$ cat src/rtl/scirc658_seq.sv
// ---------------------------------------------------------------------------
// scirc658_seq
//
// Control sequencer for a W-bit loadable binary counter. It drives the
// counter's load, count-enable and parallel-data inputs so that the counter
// times a programmable period of N clock cycles. The counter's all-ones carry
// marks the end of each period.
//
// The counter is preset to P = 2^W - N and counts up to all-ones, so it visits
// exactly N values per period. In repeat mode the carry cycle reloads P
// directly, which keeps back-to-back periods seamless.
//
// State table:
//   state   | meaning
//   --------+-------------------------------------------------------------
//   IDLE    | waiting for start; counter untouched
//   LOAD    | one cycle: counter loads the preset P
//   RUN     | counting; carry ends (one-shot) or reloads (repeat) the period
//
// Ports:
//   clk_i      in   clock, rising edge
//   rst_i      in   asynchronous, active-high reset
//   start_i    in   begin a period (sampled only in IDLE)
//   stop_i     in   abort (sampled in LOAD and RUN, wins over start_i)
//   mode_i     in   0 = one-shot, 1 = repeat (latched with start)
//   period_i   in   period length N, 1..2^W-1 (latched with start)
//   A_i4       in   counter current value (feedback for consistency check)
//   C_i        in   counter all-ones carry (feedback)
//   ld_o       out  counter load
//   cnt_o      out  counter count-enable
//   I_o4       out  counter parallel data (the registered preset P)
//   busy_o     out  high whenever not IDLE
//   done_o     out  one-cycle pulse per completed period
//   err_o      out  sticky error flag (zero period start or bad feedback)
// ---------------------------------------------------------------------------
module scirc658_seq #(
    parameter int W = 4
) (
    input  logic         clk_i,
    input  logic         rst_i,
    input  logic         start_i,
    input  logic         stop_i,
    input  logic         mode_i,
    input  logic [W-1:0] period_i,
    input  logic [W-1:0] A_i4,
    input  logic         C_i,
    output logic         ld_o,
    output logic         cnt_o,
    output logic [W-1:0] I_o4,
    output logic         busy_o,
    output logic         done_o,
    output logic         err_o
);

    typedef enum logic [1:0] {
        ST_IDLE = 2'd0,
        ST_LOAD = 2'd1,
        ST_RUN  = 2'd2
    } state_t;

    state_t       state_q;
    state_t       state_d;

    logic [W-1:0] preset_q;
    logic         mode_q;
    logic         done_q;
    logic         err_q;

    logic         period_zero;
    logic         start_ok;
    logic         start_bad;
    logic         in_idle;
    logic         in_run;
    logic         fb_err;
    logic         done_d;
    logic [W-1:0] preset_d;

    // ------------------------------------------------------------------
    // Start qualification (only meaningful while IDLE)
    // ------------------------------------------------------------------
    assign in_idle     = (state_q == ST_IDLE);
    assign in_run      = (state_q == ST_RUN);
    assign period_zero = (period_i == '0);

    // stop_i suppresses the start entirely: no latch and no error.
    assign start_ok  = in_idle && start_i && !stop_i && !period_zero;
    assign start_bad = in_idle && start_i && !stop_i &&  period_zero;

    // Two's complement of the requested period: counting up from here
    // reaches all-ones after exactly N visited values.
    assign preset_d = '0 - period_i;

    // Carry and counter value must agree while counting; a mismatch means
    // the counter or its wiring is faulty. Operation is not disturbed.
    assign fb_err = in_run && (C_i != (&A_i4));

    // A completed period is a RUN cycle with carry that was not aborted.
    assign done_d = in_run && C_i && !stop_i;

    // ------------------------------------------------------------------
    // State register
    // ------------------------------------------------------------------
    always_ff @(posedge clk_i or posedge rst_i) begin
        if (rst_i) begin
            state_q <= ST_IDLE;
        end else begin
            state_q <= state_d;
        end
    end

    // ------------------------------------------------------------------
    // Next-state logic
    // ------------------------------------------------------------------
    always_comb begin
        state_d = state_q;
        case (state_q)
            ST_IDLE: begin
                if (start_ok) begin
                    state_d = ST_LOAD;
                end
            end
            ST_LOAD: begin
                // The load still happens on this edge even when aborted.
                if (stop_i) begin
                    state_d = ST_IDLE;
                end else begin
                    state_d = ST_RUN;
                end
            end
            ST_RUN: begin
                if (stop_i) begin
                    state_d = ST_IDLE;
                end else if (C_i && !mode_q) begin
                    state_d = ST_IDLE;
                end else begin
                    state_d = ST_RUN;
                end
            end
            default: begin
                state_d = ST_IDLE;
            end
        endcase
    end

    // ------------------------------------------------------------------
    // Output logic (counter controls are combinational on state/feedback)
    // ------------------------------------------------------------------
    always_comb begin
        ld_o  = 1'b0;
        cnt_o = 1'b0;
        case (state_q)
            ST_IDLE: begin
                ld_o  = 1'b0;
                cnt_o = 1'b0;
            end
            ST_LOAD: begin
                ld_o  = 1'b1;
                cnt_o = 1'b0;
            end
            ST_RUN: begin
                if (stop_i) begin
                    // Abort: counter simply holds its value.
                    ld_o  = 1'b0;
                    cnt_o = 1'b0;
                end else if (!C_i) begin
                    cnt_o = 1'b1;
                end else if (mode_q) begin
                    // Reload in the carry cycle so the next period starts
                    // without a gap.
                    ld_o = 1'b1;
                end else begin
                    // One-shot end: counter holds all-ones.
                    ld_o  = 1'b0;
                    cnt_o = 1'b0;
                end
            end
            default: begin
                ld_o  = 1'b0;
                cnt_o = 1'b0;
            end
        endcase
    end

    assign busy_o = !in_idle;
    assign I_o4   = preset_q;
    assign done_o = done_q;
    assign err_o  = err_q;

    // ------------------------------------------------------------------
    // Configuration latched on an accepted start
    // ------------------------------------------------------------------
    always_ff @(posedge clk_i or posedge rst_i) begin
        if (rst_i) begin
            preset_q <= '0;
            mode_q   <= 1'b0;
        end else if (start_ok) begin
            preset_q <= preset_d;
            mode_q   <= mode_i;
        end
    end

    // ------------------------------------------------------------------
    // Done pulse and sticky error
    // ------------------------------------------------------------------
    always_ff @(posedge clk_i or posedge rst_i) begin
        if (rst_i) begin
            done_q <= 1'b0;
        end else begin
            done_q <= done_d;
        end
    end

    always_ff @(posedge clk_i or posedge rst_i) begin
        if (rst_i) begin
            err_q <= 1'b0;
        end else if (start_ok) begin
            err_q <= 1'b0;
        end else if (start_bad || fb_err) begin
            err_q <= 1'b1;
        end
    end

endmodule

$ cat config.mk
export PLATFORM = sky130hd
export DESIGN_NAME = scirc658_seq
export DESIGN_NICKNAME = d
export VERILOG_FILES = /design/src/rtl/scirc658_seq.sv
export SDC_FILE = /design/constraint.sdc
export NUM_CORES = 1
export LEC_CHECK = 0
export CORE_MARGIN = 1
export CORE_UTILIZATION = 44
export CTS_BUF_LIST = sky130_fd_sc_hd__clkbuf_16
export DETAILED_ROUTE_END_ITERATION = 12
export PLACE_DENSITY_LB_ADDON = 0.2
export SYNTH_ARGS = -nofsm -noshare
export SYNTH_HDL_FRONTEND = slang
export SYNTH_SLANG_ARGS = --single-unit
$ cat constraint.sdc
create_clock -name clk_i -period 3.9 [get_ports clk_i]
set_clock_uncertainty 0.1 [all_clocks]
set_input_delay 0.39 -clock clk_i [delete_from_list [all_inputs] [get_ports clk_i]]
set_output_delay 0.39 -clock clk_i [all_outputs]
set_load 0.02 [all_outputs]
# [Yosys cells after proc, flatten, opt, wreduce, memory -nomap -nowiden]
# Cells that the tools add are included.
[word_totals] word_cells=41 reg_bits=9
[op_classes] mux=14 eq_ne=4 reduce_logical=17 n_addsub=1
[ops] operator="$logic_and 1x1->1" n=8
[ops] operator="$mux 1" n=8
[ops] operator="$mux 2" n=4
[ops] operator="$pmux 2 s3" n=1
[ops] operator="$logic_not 1->1" n=4
[ops] operator="$logic_not 4->1" n=1
[ops] operator="$reduce_and 4->1" n=1
[ops] operator="$sub 1x4->4 const A" n=1
[ops] operator="$eq 2x1->1 const B" n=1
[ops] operator="$eq 2x2->1 const B" n=1
[ops] operator="$logic_not 2->1" n=1
[ops] operator="$ne 2x2->1 const B" n=1
[ops] operator="$pmux 1 s2" n=1
[ops] operator="$reduce_bool 2->1" n=1
[ops] operator="$logic_or 1x1->1" n=1
[ops] operator="$ne 1x1->1" n=1

# [Longest topological paths before layout]
# Gate-level depths: netlist of run 1.
[logic_depth] ltp_word=7 mapped_depth=5 mapped_depth_nobuf=5

# [Least setup slack after synthesis of run 1]
# Ideal clock, no wire load.
[synth_timing] path_type="reg2out" start="register state_q[0]" end="output cnt_o" n_path_buf=0 slack_ps=2206 path_stages_with_launch=4 arrival_ps=1204 cell_sequence="dfrtp_1 -> inv_1 -> ha_1 -> nor3b_1"
[synth_between] elab_chain_cells=2
[synth_lines] element="from (decl)" line_no="61" text="state_t state_q;"
[synth_lines] element="from (signal assigned)" line_no="107" text="state_q <= state_d;"
[synth_lines] element="$eq 2x2->1" line_no="151" text="case (state_q)"
[synth_lines] element="$mux 1" line_no="151"
[synth_lines] element="to (decl)" line_no="48" text="output logic cnt_o,"
# No other way between the ends.

# [Worst setup path after layout of run 1]
[layout_timing] start="register state_q[0]" end="output ld_o"
[layout_between] elab_chain_cells=2
[layout_lines] element="$eq 2x2->1 or $eq 2x1->1 (tied branches)" line_no="151"
[layout_lines] element="$pmux 1 s2 (*)" line_no="151"
[layout_lines] element="to (decl)" line_no="47" text="output logic ld_o,"
# Every way passes the cells marked *; elsewhere a longest branch is shown, timed or not.

==> impl_results.md, run 1 <==
* Status: complete, no violations
* Max Transition Viols Final at 0
* Kind of critical path: reg -> out
* Synth Area in Adders at 12.90%
* Die Y at 38.37 um
* Synthesized area at 581.8 um^2
* TritonCTS Sinks at 9
* Share of layout cells above drive strength 1 at 18.42%
* Avg Cell Area, Syn at 11.64 um^2
* Post-synth EDFFs at 0
* Worst Tran Pin Value at 0.3479 ns
* H-tree depth at 1
* GPL Wtd Cong at 0.8142
* Via Count at 460
* Yosys top cell area share at 38.71%
* Synth Instances at 50
* Setup tns final at 0 ns
* Count leader, synth: dfrtp_1
* Xor/xnor share of the synthesized area at 3.011%
* Residual DRC at 0
* TritonCTS clock tree: yes
* Pwr Total at 0.6414 mW
* Startpoint types: register
* Detailed Route WL at 1.205 mm
* Post-synthesis compound-gate area fraction at 12.69%
* Congestion Overflow GR at 0
* Crit path DAT at 1.97 ns
* Simple-gate share of the synthesized area at 15.91%
* Die span in x at 38.37 um
* Static Leak at 0.4142 nW
* Maximum VDD drop at 610.6 uV
* CP endpoint kind: output port
* Initial Util at 49.68%
* IO Pins at 23
* Worst skew pair latency at 0.23 ns
* Largest net degree at the start of global routing at 10
* Gates resized, CTS repair at 0
* Count of final hold-check violations at 0
* Clock-pin slew on the worst setup and hold paths at 0.04 ns
* Core box area at 1171 um^2
* Register area share after synthesis at 38.71%
* Antenna violations before repair at 0
* Filler cell count at 78
* DR vias/cell at 5.111
* Pre-Repair DR Iteration Count at 3
* Path category of the worst min-delay check: in -> async
* CTS Buf Count at 3
* Synth Flop Type: dfrtp_1
* Crit path time final at 2.460 ns
* GRT Util Overall at 20.27%
* RSZ-0062 raised after global routing: no
* Yosys top cell by area: dfrtp_1
* First-pass GRT wire length at 1.904 mm
* Final period util at 63.07%
* Vias in the first global route at 455
* Root Buffer Master: clkbuf_16
* Max Fclk at 406.6 MHz
* Critical path peak fanout at 4
* Post-Syn Nets at 70
* # rows at 12
* Die ar. at 1472 um^2
* Synth cell count leaders: dfrtp_1, inv_1, ha_1, mux2_2
* Wire length per cell at 13.39 um
* Hpwl dp at 940.8 um
* Mux cell area share after synthesis at 12.26%
* Hold-fix buffers, CTS at 0
* Asr flop ratio synth at 100.0%
* Post-synth cell types at 25
* Slew headroom at 76.78%
* Dominant combinational cell family by area after synthesis: simple AND/OR/NAND/NOR gates
* Antenna cells at 0
* Area growth syn-to-layout at 54.62%
* Max-Cap Viols at 0
* Synth warn at 0
* Port Buffers at 22
* Routed Antenna Nets at 0
* Initial drt markers at 2
* Max clock buf depth at 2
* Req. time, crit path at 3.41 ns
* Synth Register Bits at 9
* Top cells by area, synth: dfrtp_1, ha_1, mux2_2
* Nets at 97
* Setup-failing EPs final at 0
* Setup bufs post-CTS at 0
* P per Cell Area at 713.0 nW/um^2
[flip-flops by register name (all words and copies together), names as in the netlist]
name     cells
state_q      2
done_o       1
I_o4         4
err_o        1
mode_q       1
[report_power, final]
part	leakage, nW	total [mW]	internal [mW]	switching [mW]
clock network	0.0409	0.180	0.135	0.0451
logic	0.264	0.299	0.159	0.140
registers	0.109	0.162	0.135	0.0266
total	0.414	0.641	0.430	0.212
[worst paths after layout]
kind | start | to | slack [ns] | cells past startpoint
setup / recovery | state_q[0]$_DFFE_PP0P_ | ld_o | 1.44 | 6
hold / removal | rst_i | I_o4[2]$_DFFE_PP0P_ | 0.32 | 2
setup reg to reg | state_q[1]$_DFFE_PP0P_ | I_o4[3]$_DFFE_PP0P_ | 2.09 | 5
hold reg to reg | I_o4[1]$_DFFE_PP0P_ | I_o4[1]$_DFFE_PP0P_ | 0.40 | 1
max in group asynchronous | rst_i | I_o4[0]$_DFFE_PP0P_ | 3.13 | 2
min in group clk_i | I_o4[1]$_DFFE_PP0P_ | I_o4[1]$_DFFE_PP0P_ | 0.40 | 1
[per-stage QoR]
| stage | cell area, um^2 | worst slack, ns | hold slack (ns) | instances | util, % |
|---|---|---|---|---|---|
| 5_1_grt | 899.6 | 1.317 | 0.3641 | 90 | 76.82 |
| 3_5_place_dp | 819.5 | 1.440 | 0.3954 | 86 | 69.98 |
| 6_report | 899.6 | 1.440 | 0.3197 | 90 | 76.82 |
| 4_1_cts | 899.6 | 1.431 | 0.3298 | 90 | 76.82 |
| 2_1_floorplan | 581.8 | 2.206 | 0.1179 | 50 | - |
| 3_3_place_gp | 819.5 | 1.451 | 0.3910 | 86 | 69.98 |
[final cells by class]
type / count / area [um^2] / area share (%)
Tap cell: 14 / 17.52 / 1.947
Clock buffer: 3 / 75.07 / 8.345
Multi-Input combinational cell: 34 / 330.3 / 36.72
Clock inverter: 1 / 5.005 / 0.5563
Timing Repair Buffer: 22 / 220.2 / 24.48
Inverter: 7 / 26.28 / 2.921
Sequential cell: 9 / 225.2 / 25.03
[cell usage in the layout (no fill, tap or decap), drive strengths merged]
cell type	n
xor2	1
nand3b	1
xnor2	1
a21oi	1
clkinv	1
nand4	1
nor2	1
o221ai	1
inv	7
o41ai	1
and3b	1
nand2	2
clkbuf	3
mux2	6
o211ai	1
nor3b	2
o21ai	1
clkdlybuf4s50	22
and2	1
nand2b	1
nor3	1
ha	6
dfrtp	9
o21bai	1
a2bb2oi	1
o21a	2
[logic make-up after synthesis]
kind of cell    after synthesis
compound gates                9
xor+xnor                      2
fa+ha+maj                     6
buf+inv                       7
flops                         9
mux                           6
simple gates                 11
[metal layers]
metal,part of all wire (%),global-route usage (%),vias to the layer above
met1,42,23.27,218
met5,0,0,-
li1,-,-,227
met3,7.1,10.47,2
met4,0.58,5.172,0
met2,50,33.05,13
[worst max-delay path, stage by stage, from the launching register on]
cell and delay, ns:
dfrtp_1 0.39, inv_1 0.09, ha_1 0.24, and3b_1 0.18, and2_1 0.16, o21a_1 0.16, clkdlybuf4s50_1 0.52
Note: power is estimated with default switching activity, not from simulation.
==> inputs of run 2 (changes only) <==
- CORE_UTILIZATION: 44 -> 37
- clock period: 3.9 -> 2.2 ns (I/O delays scaled with it)
==> impl_results.md, run 2 (synthesis results as in run 1) <==
* Kind of critical path: reg -> out
* Startpoint types: register
* Core box area at 1383 um^2 (+18%)
* CTS Buf Count at 3 (unchanged)
* Max-Cap Viols at 0 (unchanged)
* Cell family with most CP delay: buffers and inverters
* TritonCTS Sinks at 9 (unchanged)
* Critical path depth at 6 (unchanged)
* P per Cell Area at 1210 nW/um^2 (+70%)
* Antenna cells at 0 (unchanged)
* Pre-Repair DR Iteration Count at 2 (-1)
* Nets at 99 (+2.1%)
* Vias in the first global route at 422 (-7.3%)
* Final period util at 93.65%
* Slew headroom at 77.03% (+0.25 points)
* Req. time, crit path at 1.88 ns (-1.53 ns)
* Share of layout cells above drive strength 1 at 19.23% (+0.81 points)
* GR Layer Usage met2 at 20.94% (-12 points)
* Most common cell after layout, fill and taps aside: clkdlybuf4s50_1
* Max Transition Viols Final at 0 (unchanged)
* H-tree depth at 1 (unchanged)
* GRT Util Overall at 14.92% (-5.3 points)
* DR vias/cell at 4.634 (-9.3%)
* Worst Setup SP: state_q[0]$_DFFE_PP0P_
* Routed Antenna Nets at 0 (unchanged)
* Gr busiest metal: met2
* Crit path buf inv count at 2 (unchanged)
* Critical path cell sequence: inv_1, ha_1, and3b_1, and2_1, o21a_1, dlygate4sd2_1
* Residual DRC at 0 (unchanged)
* Crit path to: ld_o
* Die Y at 41.66 um (+8.6%)
* Met3 global-route usage at 7.826% (-2.6 points)
* Hpwl dp at 910 um (-3.3%)
* Congestion Overflow GR at 0 (unchanged)
* Max clock buf depth at 2 (unchanged)
* Status: complete, no violations
* RSZ-0062 raised after global routing: no
* Met1 usage in global routing at 20.05% (-3.2 points)
* Detailed Route WL at 1.076 mm (-11%)
* RR Startpoint: state_q[0]$_DFFE_PP0P_
* Max Fclk at 485.4 MHz
* Largest net degree at the start of global routing at 10 (unchanged)
* Worst setup margin at 0.1398 ns (-1.301 ns)
* Die span in x at 41.66 um (+8.6%)
* GPL Wtd Cong at 0.7441 (-8.6%)
* Via Count at 431 (-6.3%)
* Static Leak at 0.4471 nW (+8.0%)
* Maximum VDD drop at 640.9 uV (+5.0%)
* Root Buffer Master: clkbuf_16
* Worst path max stage delay at 0.38 ns (-0.14 ns)
* IO Pins at 23 (unchanged)
* First-pass GRT wire length at 1.925 mm (+1.1%)
* R2r setup slk at 0.43 ns (-1.66 ns)
* Worst Tran Pin Value at 0.3441 ns (-0.003798 ns)
* Setup-failing EPs final at 0 (unchanged)
* Cells on worst reg2reg path at 5 (unchanged)
* Filler cell count at 115 (+47%)
* Initial Util at 42.08% (-7.6 points)
* Clock-pin slew on the worst setup and hold paths at 0.04 ns (about the same)
* Highest-count cells in the layout ignoring fill and taps: clkdlybuf4s50_1, dfrtp_1, inv_1, ha_1, mux2_2
* Wire length per cell at 11.57 um (-14%)
* Port Buffers at 22 (unchanged)
* Worst skew pair latency at 0.23 ns (about the same)
* Area growth syn-to-layout at 57.42%
* Die ar. at 1735 um^2 (+18%)
* CP max stage cell: dfrtp_1
* CP endpoint kind: output port
* Count of final hold-check violations at 0 (unchanged)
* Hold-fix buffers, CTS at 0 (unchanged)
* Place WS at 0.1567 ns (-1.283 ns)
* Critical path peak fanout at 4 (unchanged)
* Initial drt markers at 6 (+4)
* Crit path DAT at 1.74 ns (-0.23 ns)
* Max FFs per register at 4 (unchanged)
* # rows at 13 (+1)
* DP Area at 835.8 um^2 (+2.0%)
* Crit Reg-Reg Endpoint: I_o4[0]$_DFFE_PP0P_
* Antenna violations before repair at 0 (unchanged)
* Final instance area at 915.9 um^2 (+1.8%)
* Setup tns final at 0 ns (unchanged)
* TritonCTS clock tree: yes
* Crit path time final at 2.060 ns
* Path category of the worst min-delay check: in -> async
-- run 2: worst min path at each step --
stage / startpoint / to / slack, ns / depth (start not counted)
after floorplan: rst_i / I_o4[0]$_DFFE_PP0P_ / -0.05 / 1
after global placement: I_o4[0]$_DFFE_PP0P_ / I_o4[0]$_DFFE_PP0P_ / 0.39 / 1
after detailed placement: I_o4[2]$_DFFE_PP0P_ / I_o4[2]$_DFFE_PP0P_ / 0.40 / 2
after CTS: rst_i / I_o4[3]$_DFFE_PP0P_ / 0.17 / 2
after global routing: rst_i / I_o4[0]$_DFFE_PP0P_ / 0.20 / 2
final: rst_i / I_o4[3]$_DFFE_PP0P_ / 0.15 / 2
-- run 2: final cells by class --
class	count	area [um^2]	area share, %
clock buffers	3	75.07	8.197
multi-input cells	34	330.3	36.07
inverters	7	26.28	2.869
flip-flops and latches	9	225.2	24.59
clock inverters	1	3.754	0.4098
well taps	15	18.77	2.049
repair buffers	24	236.5	25.82
-- run 2: worst reg2reg max path, stage by stage (launching register included) --
cell	delay (ns)
dfrtp_1	0.40
inv_1	0.12
ha_1	0.29
nand3b_4	0.15
nor2_2	0.23
mux2_2	0.36
-- run 2: power by group --
group          total [mW]  switching [mW]  leakage, nW  internal [mW]
clock network       0.308          0.0709       0.0423          0.237
logic               0.516           0.240        0.295          0.276
registers           0.286          0.0459        0.109          0.240
total                1.11           0.357        0.447          0.752
-- run 2: repair_timing --
item	4_1_cts	5_1_grt
buffers inserted	0	0
pin swaps	0	0
setup endpoints to repair	1	1
gates resized for setup	1	1
-- run 2: per-layer routing --
metal | part of all wire, % | vias to the layer above
met3 | 5.3 | 0
met5 | 0 | -
met4 | 0 | 0
met1 | 50 | 190
met2 | 45 | 9
li1 | - | 232
-- run 2: stage by stage --
stage	cells	hold slack, ns	utilization, %	total power, mW
2_1_floorplan	50	-0.05208	-	0.6037
3_5_place_dp	89	0.3976	60.45	0.8172
4_1_cts	93	0.1678	66.06	1.127
6_report	93	0.1514	66.24	1.109
3_3_place_gp	89	0.3914	60.45	0.8104
5_1_grt	93	0.2009	66.24	1.191
==> inputs of run 3 (changes only) <==
- REMOVE_ABC_BUFFERS: not set -> 1
==> results of run 3 <==
Final layout, timing and power as in run 2 (identical DEF).
